**src/rtl/shiftreg_sequencer_pkg.sv**
```systemverilog
// Shared definitions for the shift-register sequencer and the generator it feeds.
// Keeps the segment lengths in one place so both ends agree on frame geometry.
package shiftreg_sequencer_pkg;

    typedef enum logic [1:0] {
        ST_IDLE = 2'd0,
        ST_DYN  = 2'd1,
        ST_STAT = 2'd2,
        ST_GAP  = 2'd3
    } state_t;

    localparam int SIZESRDYN_DEF  = 16;
    localparam int SIZESRSTAT_DEF = 88;
    localparam int FRAME_LEN      = SIZESRDYN_DEF + SIZESRSTAT_DEF;
    localparam int FRAMECNT_W     = 16;

endpackage

```
**src/rtl/shiftreg_sequencer_if.sv**
```systemverilog
// Control/status bundle between a frame requester (master) and the sequencer (slave).
// Inputs are sampled on the sequencer clock; every status output is a flop.
interface shiftreg_sequencer_if #(
    parameter int CNTW = 7,
    parameter int GAPW = 8
) ();

    logic                                        START;
    logic                                        CONT;
    logic [GAPW-1:0]                             GAP;
    logic                                        ABORT;
    logic                                        SELDYN;
    logic                                        SELSTAT;
    logic                                        BUSY;
    logic                                        DONE;
    logic [CNTW-1:0]                             BITCNT;
    logic [shiftreg_sequencer_pkg::FRAMECNT_W-1:0] FRAMECNT;

    modport master (
        output START, CONT, GAP, ABORT,
        input  SELDYN, SELSTAT, BUSY, DONE, BITCNT, FRAMECNT
    );

    modport slave (
        input  START, CONT, GAP, ABORT,
        output SELDYN, SELSTAT, BUSY, DONE, BITCNT, FRAMECNT
    );

endinterface

```
**src/rtl/shiftreg_sequencer.sv**
```systemverilog
// Generates SELDYN then SELSTAT strobes of exact length, single-shot or continuous with an idle gap.
// Latency: outputs change on the edge that samples START/ABORT; no backpressure, ABORT preempts everything.
module shiftreg_sequencer
    import shiftreg_sequencer_pkg::*;
#(
    parameter int SIZESRDYN  = SIZESRDYN_DEF,
    parameter int SIZESRSTAT = SIZESRSTAT_DEF,
    parameter int CNTW       = 7,
    parameter int GAPW       = 8
) (
    input  logic                 CLK,
    input  logic                 RST_N,
    shiftreg_sequencer_if.slave  bus
);

    localparam logic [CNTW-1:0] DYN_LAST  = CNTW'(SIZESRDYN - 1);
    localparam logic [CNTW-1:0] STAT_LAST = CNTW'(SIZESRSTAT - 1);

    state_t                  state_q,    state_d;
    logic [CNTW-1:0]         bitcnt_q,   bitcnt_d;
    logic [GAPW-1:0]         gap_q,      gap_d;
    logic [FRAMECNT_W-1:0]   framecnt_q, framecnt_d;
    logic                    done_q,     done_d;
    logic                    seldyn_q,   seldyn_d;
    logic                    selstat_q,  selstat_d;
    logic                    busy_q,     busy_d;

    always_comb begin
        state_d    = state_q;
        bitcnt_d   = bitcnt_q;
        gap_d      = gap_q;
        framecnt_d = framecnt_q;
        done_d     = 1'b0;

        if (bus.ABORT) begin
            state_d  = ST_IDLE;
            bitcnt_d = '0;
        end else begin
            unique case (state_q)
                ST_IDLE: begin
                    if (bus.START) begin
                        state_d  = ST_DYN;
                        bitcnt_d = '0;
                    end
                end
                ST_DYN: begin
                    if (bitcnt_q == DYN_LAST) begin
                        state_d  = ST_STAT;
                        bitcnt_d = '0;
                    end else begin
                        bitcnt_d = bitcnt_q + CNTW'(1);
                    end
                end
                ST_STAT: begin
                    if (bitcnt_q == STAT_LAST) begin
                        done_d     = 1'b1;
                        framecnt_d = framecnt_q + FRAMECNT_W'(1);
                        gap_d      = bus.GAP;
                        bitcnt_d   = '0;
                        // A zero gap chains straight into the next dynamic segment.
                        if (!bus.CONT) begin
                            state_d = ST_IDLE;
                        end else if (bus.GAP == '0) begin
                            state_d = ST_DYN;
                        end else begin
                            state_d = ST_GAP;
                        end
                    end else begin
                        bitcnt_d = bitcnt_q + CNTW'(1);
                    end
                end
                ST_GAP: begin
                    // gap_q holds the remaining idle cycles; it is never zero here.
                    if (!bus.CONT) begin
                        state_d = ST_IDLE;
                    end else if (gap_q == GAPW'(1)) begin
                        state_d = ST_DYN;
                        gap_d   = '0;
                    end else begin
                        gap_d = gap_q - GAPW'(1);
                    end
                end
                default: begin
                    state_d = ST_IDLE;
                end
            endcase
        end

        seldyn_d  = (state_d == ST_DYN);
        selstat_d = (state_d == ST_STAT);
        busy_d    = (state_d != ST_IDLE);
    end

    always_ff @(posedge CLK or negedge RST_N) begin
        if (!RST_N) begin
            state_q    <= ST_IDLE;
            bitcnt_q   <= '0;
            gap_q      <= '0;
            framecnt_q <= '0;
            done_q     <= 1'b0;
            seldyn_q   <= 1'b0;
            selstat_q  <= 1'b0;
            busy_q     <= 1'b0;
        end else begin
            state_q    <= state_d;
            bitcnt_q   <= bitcnt_d;
            gap_q      <= gap_d;
            framecnt_q <= framecnt_d;
            done_q     <= done_d;
            seldyn_q   <= seldyn_d;
            selstat_q  <= selstat_d;
            busy_q     <= busy_d;
        end
    end

    assign bus.SELDYN   = seldyn_q;
    assign bus.SELSTAT  = selstat_q;
    assign bus.BUSY     = busy_q;
    assign bus.DONE     = done_q;
    assign bus.BITCNT   = bitcnt_q;
    assign bus.FRAMECNT = framecnt_q;

endmodule

```
**src/flat_wrapper.sv**
```systemverilog
// flat-port wrapper written by rule: the top's interface ports become plain ports
module shiftreg_sequencer_flat import shiftreg_sequencer_pkg::*;
#(
    parameter int SIZESRDYN  = SIZESRDYN_DEF,
    parameter int SIZESRSTAT = SIZESRSTAT_DEF,
    parameter int CNTW       = 7,
    parameter int GAPW       = 8
)
  (CLK, RST_N, bus_START, bus_CONT, bus_GAP, bus_ABORT, bus_SELDYN, bus_SELSTAT, bus_BUSY, bus_DONE, bus_BITCNT, bus_FRAMECNT);
  shiftreg_sequencer_if #(.CNTW(CNTW), .GAPW(GAPW)) bus_i ();
  input  logic CLK;
  input  logic RST_N;
  input wire logic [$bits(bus_i.START)-1:0] bus_START;
  input wire logic [$bits(bus_i.CONT)-1:0] bus_CONT;
  input wire logic [$bits(bus_i.GAP)-1:0] bus_GAP;
  input wire logic [$bits(bus_i.ABORT)-1:0] bus_ABORT;
  output wire logic [$bits(bus_i.SELDYN)-1:0] bus_SELDYN;
  output wire logic [$bits(bus_i.SELSTAT)-1:0] bus_SELSTAT;
  output wire logic [$bits(bus_i.BUSY)-1:0] bus_BUSY;
  output wire logic [$bits(bus_i.DONE)-1:0] bus_DONE;
  output wire logic [$bits(bus_i.BITCNT)-1:0] bus_BITCNT;
  output wire logic [$bits(bus_i.FRAMECNT)-1:0] bus_FRAMECNT;
  assign bus_i.START = bus_START;
  assign bus_i.CONT = bus_CONT;
  assign bus_i.GAP = bus_GAP;
  assign bus_i.ABORT = bus_ABORT;
  assign bus_SELDYN = bus_i.SELDYN;
  assign bus_SELSTAT = bus_i.SELSTAT;
  assign bus_BUSY = bus_i.BUSY;
  assign bus_DONE = bus_i.DONE;
  assign bus_BITCNT = bus_i.BITCNT;
  assign bus_FRAMECNT = bus_i.FRAMECNT;
  shiftreg_sequencer #(.SIZESRDYN(SIZESRDYN), .SIZESRSTAT(SIZESRSTAT), .CNTW(CNTW), .GAPW(GAPW)) u_core (.CLK(CLK), .RST_N(RST_N), .bus(bus_i));
endmodule
```
**config.mk**
```make
export PLATFORM = sky130hd
export DESIGN_NAME = shiftreg_sequencer_flat
export DESIGN_NICKNAME = d
export VERILOG_FILES = /design/src/rtl/shiftreg_sequencer_pkg.sv /design/src/rtl/shiftreg_sequencer_if.sv /design/src/rtl/shiftreg_sequencer.sv /design/src/flat_wrapper.sv
export SDC_FILE = /design/constraint.sdc
export NUM_CORES = 1
export LEC_CHECK = 0
export ABC_AREA = 1
export CORE_MARGIN = 3
export CORE_UTILIZATION = 46
export CTS_CLUSTER_SIZE = 24
export DETAILED_ROUTE_END_ITERATION = 7
export PLACE_DENSITY = 0.81
export SETUP_SLACK_MARGIN = 0.4
export SYNTH_ARGS = -nofsm -noshare
export SYNTH_HDL_FRONTEND = slang
export SYNTH_SLANG_ARGS = --single-unit
```
**constraint.sdc**
```tcl
create_clock -name CLK -period 4.46 [get_ports CLK]
set_clock_uncertainty 0.1 [all_clocks]
set_input_delay 0.892 -clock CLK [delete_from_list [all_inputs] [get_ports CLK]]
set_output_delay 0.892 -clock CLK [all_outputs]
set_load 0.02 [all_outputs]
```
==> flow_results.org, run 1 <==
** Power and ir drop
- Of the total power, the share spent switching nets is 38.5%.
- Across the VDD grid, the largest voltage drop is 230 µV.
- Summed over all cells, the static leakage comes to 1.29 nW.
- The share of total power dissipated in combinational logic is 36.2%.
- Power density over the cells :: 407 nW/µm²
- Switching pwr :: 0.409 mW
- In this run, flip-flops and latches consume 40.9% of the power.
- Power share of the clock group :: 22.9%
- The internal portion of the total power is 0.654 mW.

** Yosys
- #FFs+latches synth :: 37
- Post-synthesis cell count :: 259
- Synthesized area divided by synthesized cell count :: 8.03 µm²
- Sequential cell area fraction in the yosys report :: 44.5%
- Synth warn :: 0
- The synthesized netlist occupies a cell area of 2080 µm².
- Synthesized netlist net count :: 280
- Count of cell types in the netlist :: 28

** Layout
- Leaving out fill and tap cells, the most frequent cells in the layout are 60 x nand2_1, 38 x clkdlybuf4s50_1, 37 x dfrtp_1, 36 x inv_1, 28 x nor2_1.
- The library cell used most frequently in the layout, excluding fill and tap cells, is nand2_1.
- Design Area, Final :: 2610 µm²
- Filler Cells Inserted :: 379
- Summing all flip-flop and latch instances after layout gives 926 µm².
- The post-route netlist has 5.92% of its cells at a drive strength greater than 1.
- Excluding fillers, the count of instances in the completed layout stands at 354.
- Multi-input gate area :: 1000 µm²
- Final-stage net count :: 325
- Compared with the post-synthesis result, the final layout area differs by 25.5%.
- The number of antenna diodes in the final layout is 0.

** Setup path
- In this run the critical register-to-register path is captured at u_core.gap_q[1]$_DFFE_PN0P_.
- The critical path starts at u_core.bus.FRAMECNT[8]$_DFFE_PN0P_.
- CP Capture Type :: output pin
- RR Startpoint :: u_core.state_q[1]$_DFF_PN0_
- In this design, the stage delay of the slowest critical-path cell is 0.64 ns.
- In this run the worst setup path terminates at bus_FRAMECNT[8].
- CP max FO :: 5
- In this run the number of cells on the critical path is 1.
- Buffer and inverter count on the worst path :: 1
- For the worst flop-to-flop path, the logic depth is 8.
- Cell type of the slowest stage on the worst timing path :: clkdlybuf4s50_1
- In this design, the largest share of critical-path delay is due to buffers and inverters.
- Data on the critical path arrives at its endpoint at 1.39 ns.
- For flop-to-flop paths, the worst setup slack is 2.56 ns.
- Type of origin of the critical path :: flip-flop
- Cell chain of the critical path :: clkdlybuf4s50_1
- Worst Path Required :: 3.47 ns
- Type of the worst setup path :: reg -> out

** GRT
- In the global route stage, met1 resource usage came out at 26.5%.
- Met3 GRT Util :: 4.96%
- Across every metal layer, demand over resource in global routing totals 19.5%.
- Maximum number of pins on one net before global-route repair :: 38
- GR peak layer :: met2
- The initial antenna violation count came to 0.
- After global routing the overflow that remains totals 0.
- For met2 alone, demand over resource in global routing was 30.3%.
- The via count of the first global-routing pass came to 1782.
- The first global-routing pass estimated 8.10 mm of wire.

** Clock tree
- The clock passes through at most 2 buffers.
- Sinks on Clock Net :: 37
- Clock-pin transition on the worst setup and hold timing paths :: 0.07 ns
- The clock tree synthesis step divided the H-tree into 2 levels.
- For this design, the CTS-stage hold fixing added 0 buffers.
- Setup bufs post-CTS :: 0
- TritonCTS clock tree :: done
- In this run the clock root is driven by a clkbuf_8.
- Clock latency on the worst-skew pair, taken at its later pin, is 0.29 ns.
- Resized cells post-CTS :: 0
- TritonCTS Buffers :: 5

** Drt
- In the routed layout, each cell is associated on average with a via count of 5.14.
- Average routed wire per standard cell :: 13.0 µm
- DRC violation count after routing :: 0
- Across all layers, the routed design uses 1820 vias.
- The detail route stage leaves a number of antenna-violating nets equal to 0.
- Count of TritonRoute iterations in the first routing pass :: 4
- The detailed router finished its first iteration with 145 violations.
- Final wirelength :: 4.60 mm

** Placed design
- After detailed placement, the total cell area comes to 2520 µm².
- Final weighted congestion in routability-driven placement :: 0.841
- Count of port buffers added during placement :: 39
- Including well taps, the total number of placed cells is 347.
- Post-DP HPWL :: 3.38 mm

** STA
- Final worst hold slack :: 0.404 ns
- The count of pins over their slew limit was 0.
- At the pin with the least slew margin, the transition time is 0.823 ns.
- Setup repair after global routing left no endpoint under its margin.
- After routing, the total negative slack on setup checks comes to 0 ns.
- Timing would allow up to 0.421 GHz.
- Total count of hold-check failures in the final report :: 0
- Measured against its own limit, the worst slew margin works out to 45.1%.
- Setup violations remaining at the end of the flow were counted as 0.
- The routed design could run at a clock period as short as 2.38 ns.
- Dividing the final minimum period by the clock period gives 53.3%.

** Floorplan
- Die extent in x :: 73.2 µm
- Initial Util :: 49.8%
- The core region is 4170 µm².
- Die footprint :: 5360 µm²
- The die is 73.2 µm tall.
- Number of core rows :: 23
- For this design the top-level I/O count stands at 40.

** Run status
- Status :: complete, no violations

** Run
- Max-cap violations in this run came to 0.

** Min path
- The tightest min-delay check is of the reg -> reg type.
-- synthesized netlist by cell type (all sizes together) --
library cell	instances	share of area (%)
xor2	14	5.9
o21bai	1	0.36
o22ai	2	0.60
o21ai	15	3.6
a21oi	12	2.9
nand4	2	0.60
o311ai	1	0.42
nand2	63	12
nand3	14	3.4
xnor2	6	2.5
o21a	1	0.36
dfrtp	37	45
nand2b	1	0.30
a22oi	3	1.1
inv	38	6.9
nor3	5	1.4
ha	8	4.8
nor2	32	7.0
a31oi	1	0.30
nand3b	1	0.36
buf	1	0.36
o211ai	1	0.36
-- state kept, by name, indices dropped and copies added, names as in the netlist --
register / flops
u_core.bus.FRAMECNT: 16
u_core.gap_q: 8
u_core.bus.BITCNT: 7
u_core.state_q: 2
u_core.bus.BUSY: 1
u_core.bus.DONE: 1
u_core.bus.SELDYN: 1
u_core.bus.SELSTAT: 1
-- routing by layer --
metal | vias up | part of all wire (%)
li1 | 906 | -
met1 | 865 | 47
met2 | 45 | 46
met3 | 4 | 5.8
met4 | 0 | 1.3
met5 | - | 0
-- power by group through the flow --
stage          sequential [mW]  clock [mW]  combinational (mW)
6_report                 0.435       0.244               0.385
5_1_grt                  0.444       0.262               0.444
4_1_cts                  0.435       0.248               0.383
3_5_place_dp             0.441           0               0.378
3_3_place_gp             0.439           0               0.366
2_1_floorplan            0.448           0               0.259
-- cells by family (layout without fill, tap and decap cells) --
group / count (synthesis) / after routing / share of synthesized area, %
buf+inv: 39 / 84 / 7.22
xor+xnor: 20 / 20 / 8.42
simple gates: 118 / 118 / 25.0
compound gates: 37 / 37 / 9.99
flops: 37 / 37 / 44.5
fa+ha+maj: 8 / 8 / 4.81
-- stage by stage --
step	setup WS, ns	power [mW]	util, %
after global placement	1.95	0.805	60.4
after global routing	2.03	1.15	62.5
final	2.08	1.06	62.5
after floorplan	2.60	0.707	-
after detailed placement	1.90	0.819	60.4
after CTS	2.07	1.07	62.5
-- worst min-delay path by stage --
stage / startpoint / cells past startpoint / endpoint / slack (ns)
after floorplan: u_core.gap_q[7]$_DFFE_PN0P_ / 2 / u_core.gap_q[7]$_DFFE_PN0P_ / 0.38
after global placement: u_core.bus.FRAMECNT[12]$_DFFE_PN0P_ / 1 / u_core.bus.FRAMECNT[12]$_DFFE_PN0P_ / 0.38
after detailed placement: u_core.bus.FRAMECNT[12]$_DFFE_PN0P_ / 1 / u_core.bus.FRAMECNT[12]$_DFFE_PN0P_ / 0.40
after CTS: u_core.bus.FRAMECNT[12]$_DFFE_PN0P_ / 1 / u_core.bus.FRAMECNT[12]$_DFFE_PN0P_ / 0.41
after global routing: u_core.bus.FRAMECNT[12]$_DFFE_PN0P_ / 1 / u_core.bus.FRAMECNT[12]$_DFFE_PN0P_ / 0.44
final: u_core.bus.FRAMECNT[12]$_DFFE_PN0P_ / 1 / u_core.bus.FRAMECNT[12]$_DFFE_PN0P_ / 0.40
-- final cells by class --
cell class / instances / area share [%]
Tap cell: 50 / 2.40
Clock inverter: 1 / 0.288
Timing Repair Buffer: 39 / 14.8
Multi-Input combinational cell: 183 / 38.4
Clock buffer: 6 / 3.16
Inverter: 38 / 5.47
Sequential cell: 37 / 35.5
(Power assumes the default switching activity.)
==> run 2, diff against run 1 <==
--- a/config.mk
+++ b/config.mk
@@ -10,7 +10,7 @@
 export CORE_UTILIZATION = 46
 export CTS_CLUSTER_SIZE = 24
 export DETAILED_ROUTE_END_ITERATION = 7
-export PLACE_DENSITY = 0.81
+export PLACE_DENSITY = 0.84
 export SETUP_SLACK_MARGIN = 0.4
 export SYNTH_ARGS = -nofsm -noshare
 export SYNTH_HDL_FRONTEND = slang
==> constraint.sdc (replaced) <==
create_clock -name CLK -period 2.16 [get_ports CLK]
set_clock_uncertainty 0.1 [all_clocks]
set_input_delay 0.432 -clock CLK [delete_from_list [all_inputs] [get_ports CLK]]
set_output_delay 0.432 -clock CLK [all_outputs]
set_load 0.02 [all_outputs]
==> flow_results.org, run 2 (same netlist as run 1, synthesis figures left out) <==
** Run status
- Status :: complete, no violations

** Setup path
- Cell chain of the critical path :: buf_4 > dlygate4sd2_1
- The critical path is of the reg -> out type.
- Arrival time reported for the critical path endpoint :: 1.18 ns (-0.21 ns)
- The worst setup path is captured at an output pin.
- The maximum cell stage delay along the critical path was 0.43 ns (-0.21 ns).
- The required time of the critical path is 1.63 ns (-1.84 ns).
- Type of origin of the critical path :: flip-flop
- The maximum fanout along the worst path came to 4 (-1).
- Cell type of the slowest stage on the worst timing path :: dfrtp_2

** Run
- The number of max-cap violations came to 0 (unchanged).

** STA
- Final setup violation count :: 0 (unchanged)
- Crit path time final :: 1.71 ns
- Based on the critical path, the design can be clocked at up to 0.584 GHz.
- The final total negative setup slack came to 0 ns (unchanged).
- The relative slew slack was 69.0% (+24 points).
- Final Slew Violations :: 0 (unchanged)
- Unrepaired setup endpoints after global routing :: yes
- The slew at the pin closest to its max-slew limit was 0.466 ns (-0.358 ns).
- The setup slack of the critical path after layout came to 0.448 ns (-1.63 ns).
- The final critical path takes up 79.3% of the cycle.
- Total count of hold-check failures in the final report :: 0 (unchanged)

** Clock tree
- Clock-pin transition on the worst setup and hold timing paths :: 0.08 ns (about the same)
- The tree is rooted in a clkbuf_8.
- The clock latency of the later-clocked register in the worst-skew pair was 0.29 ns (about the same).
- Hold-fix buffers, CTS :: 0 (unchanged)
- The number of sinks driven by the clock tree is 37 (unchanged).
- The maximum clock path buffer count came to 2 (unchanged).
- CTS HTree Levels :: 2 (unchanged)
- TritonCTS Buffers :: 5 (unchanged)
- TritonCTS clock tree :: done

** Min path
- In this run the worst hold path is classified as in -> async.

** Power and ir drop
- Power density over the cells :: 824 nW/µm² (+100%)
- The leakage power was 1.50 nW (+16%).
- The highest ir drop seen on vdd is 592 µV (+160%).

** GRT
- GRT Residual Overflow :: 0 (unchanged)
- The largest net degree at the start of global routing is 38 (unchanged).
- The first-pass GRT wire length is 7.51 mm (-7.3%).
- The via count of the first global-routing pass was 1704 (-4.4%).
- GRT Total Usage :: 18.2% (-1.4 points)
- Number of antenna violations at the first check in global routing :: 0 (unchanged)

** Drt
- Total via count in the routed design :: 1854 (+1.9%)
- Initial DRC Count :: 91 (-37%)
- Post-detailed-route via-to-cell ratio :: 5.02 (-2.3%)
- Count of TritonRoute iterations in the first routing pass :: 4 (unchanged)
- Antenna viol nets, final :: 0 (unchanged)
- Average routed wire per standard cell :: 13.0 µm (+0.34%)
- The DRC violation count after routing came to 0 (unchanged).
- The sum of routed wire length over all layers is 4.81 mm (+4.6%).

** Floorplan
- The total I/O pin count was 40 (unchanged).
- The initial core utilization is 49.8% (unchanged).
- The number of standard-cell rows in the floorplan was 23 (unchanged).
- The floorplan die height came to 73.2 µm (unchanged).
- The horizontal die dimension is 73.2 µm (unchanged).
- The overall die area came to 5360 µm² (unchanged).
- Core ar. :: 4170 µm² (unchanged)

** Layout
- Leading cell type in the layout, fill and taps excluded :: nand2_1
- The area used by sequential logic in the layout is 931 µm² (+0.54%).
- The final net count was 339 (+4.3%).
- Ratio of cells with drive above 1 in the final layout :: 18.8% (+13 points)
- The flip-flop count of the largest register, all copies and words added was 16 (unchanged).
- Filler Cells Inserted :: 331 (-13%)
- Layout area overhead :: 36.0%
- The library cells used most frequently in the layout, excluding fill and tap cells, are 56 x nand2_1, 33 x inv_1, 33 x dfrtp_1, 26 x dlygate4sd2_1, 24 x nor2_1.
- The multi-input combinational cell area came to 1140 µm² (+13%).
- Antenna diode instance count :: 0 (unchanged)

** Placed design
- Final weighted congestion in routability-driven placement :: 0.917 (+8.9%)
- The placed wire-length estimate was 3.19 mm (-5.6%).
- Count of port buffers added during placement :: 39 (unchanged)
- The worst setup timing slack at the placement stage came to 0.130 ns (-1.77 ns).
run 2: layout make-up:
cell class	instances	area share (%)
Clock buffer	6	2.92
Clock inverter	2	0.487
Inverter	38	5.22
Tap cell	50	2.21
Timing Repair Buffer	52	16.1
Sequential cell	37	32.9
Multi-Input combinational cell	184	40.2
run 2: metrics by stage:
| step | cell area, µm² | total power, mW | cells | util (%) | hold slack, ns |
|---|---|---|---|---|---|
| 2_1_floorplan | 2080 | 1.46 | 259 | - | 0.0364 |
| 3_3_place_gp | 2540 | 1.66 | 349 | 60.8 | 0.387 |
| 3_5_place_dp | 2540 | 1.68 | 349 | 60.8 | 0.406 |
| 4_1_cts | 2630 | 2.21 | 359 | 63.1 | 0.0928 |
| 5_1_grt | 2830 | 2.53 | 369 | 67.8 | 0.109 |
| 6_report | 2830 | 2.33 | 369 | 67.8 | 0.0807 |
run 2: layer usage:
metal  wire length (µm)  up-vias  track usage [%]
met4                 74        0             6.97
met5                  0        -                0
met1               2150      860             24.4
met2               2310       44             28.0
met3                271        7             4.82
li1                   -      943                -
run 2: what timing repair did:
| item | 4_1_cts | 5_1_grt |
|---|---|---|
| cloned | 0 | 1 |
| endpoints found under the setup margin | 40 | 35 |
| buffers inserted | 2 | 9 |
| gates resized for setup | 30 | 37 |
| pin swaps | 2 | 11 |
run 2: path summary, 6_finish.rpt:
kind	cells past startpoint	start	slack, ns	to
max	2	u_core.bus.BITCNT[0]$_DFFE_PN0P_	0.45	bus_BITCNT[0]
min	2	RST_N	0.08	u_core.gap_q[2]$_DFFE_PN0P_
max reg2reg	8	u_core.state_q[0]$_DFF_PN0_	0.47	u_core.bus.FRAMECNT[13]$_DFFE_PN0P_
min reg2reg	1	u_core.bus.FRAMECNT[12]$_DFFE_PN0P_	0.41	u_core.bus.FRAMECNT[12]$_DFFE_PN0P_
max in group asynchronous	2	RST_N	1.53	u_core.state_q[0]$_DFF_PN0_
min in group CLK	1	u_core.bus.FRAMECNT[12]$_DFFE_PN0P_	0.41	u_core.bus.FRAMECNT[12]$_DFFE_PN0P_
run 2: where the power goes:
group | total, mW | internal, mW | leakage, nW | switching [mW]
logic | 0.915 | 0.352 | 0.975 | 0.563
clock network | 0.505 | 0.258 | 0.0512 | 0.247
registers | 0.912 | 0.813 | 0.475 | 0.0990
total | 2.33 | 1.42 | 1.50 | 0.909
run 2: worst max-delay path: cells and delay by family (launching register included):
| family | cells | cell delay [ns] |
|---|---|---|
| buffers and inverters | 2 | 0.46 |
| flip-flops | 1 | 0.43 |
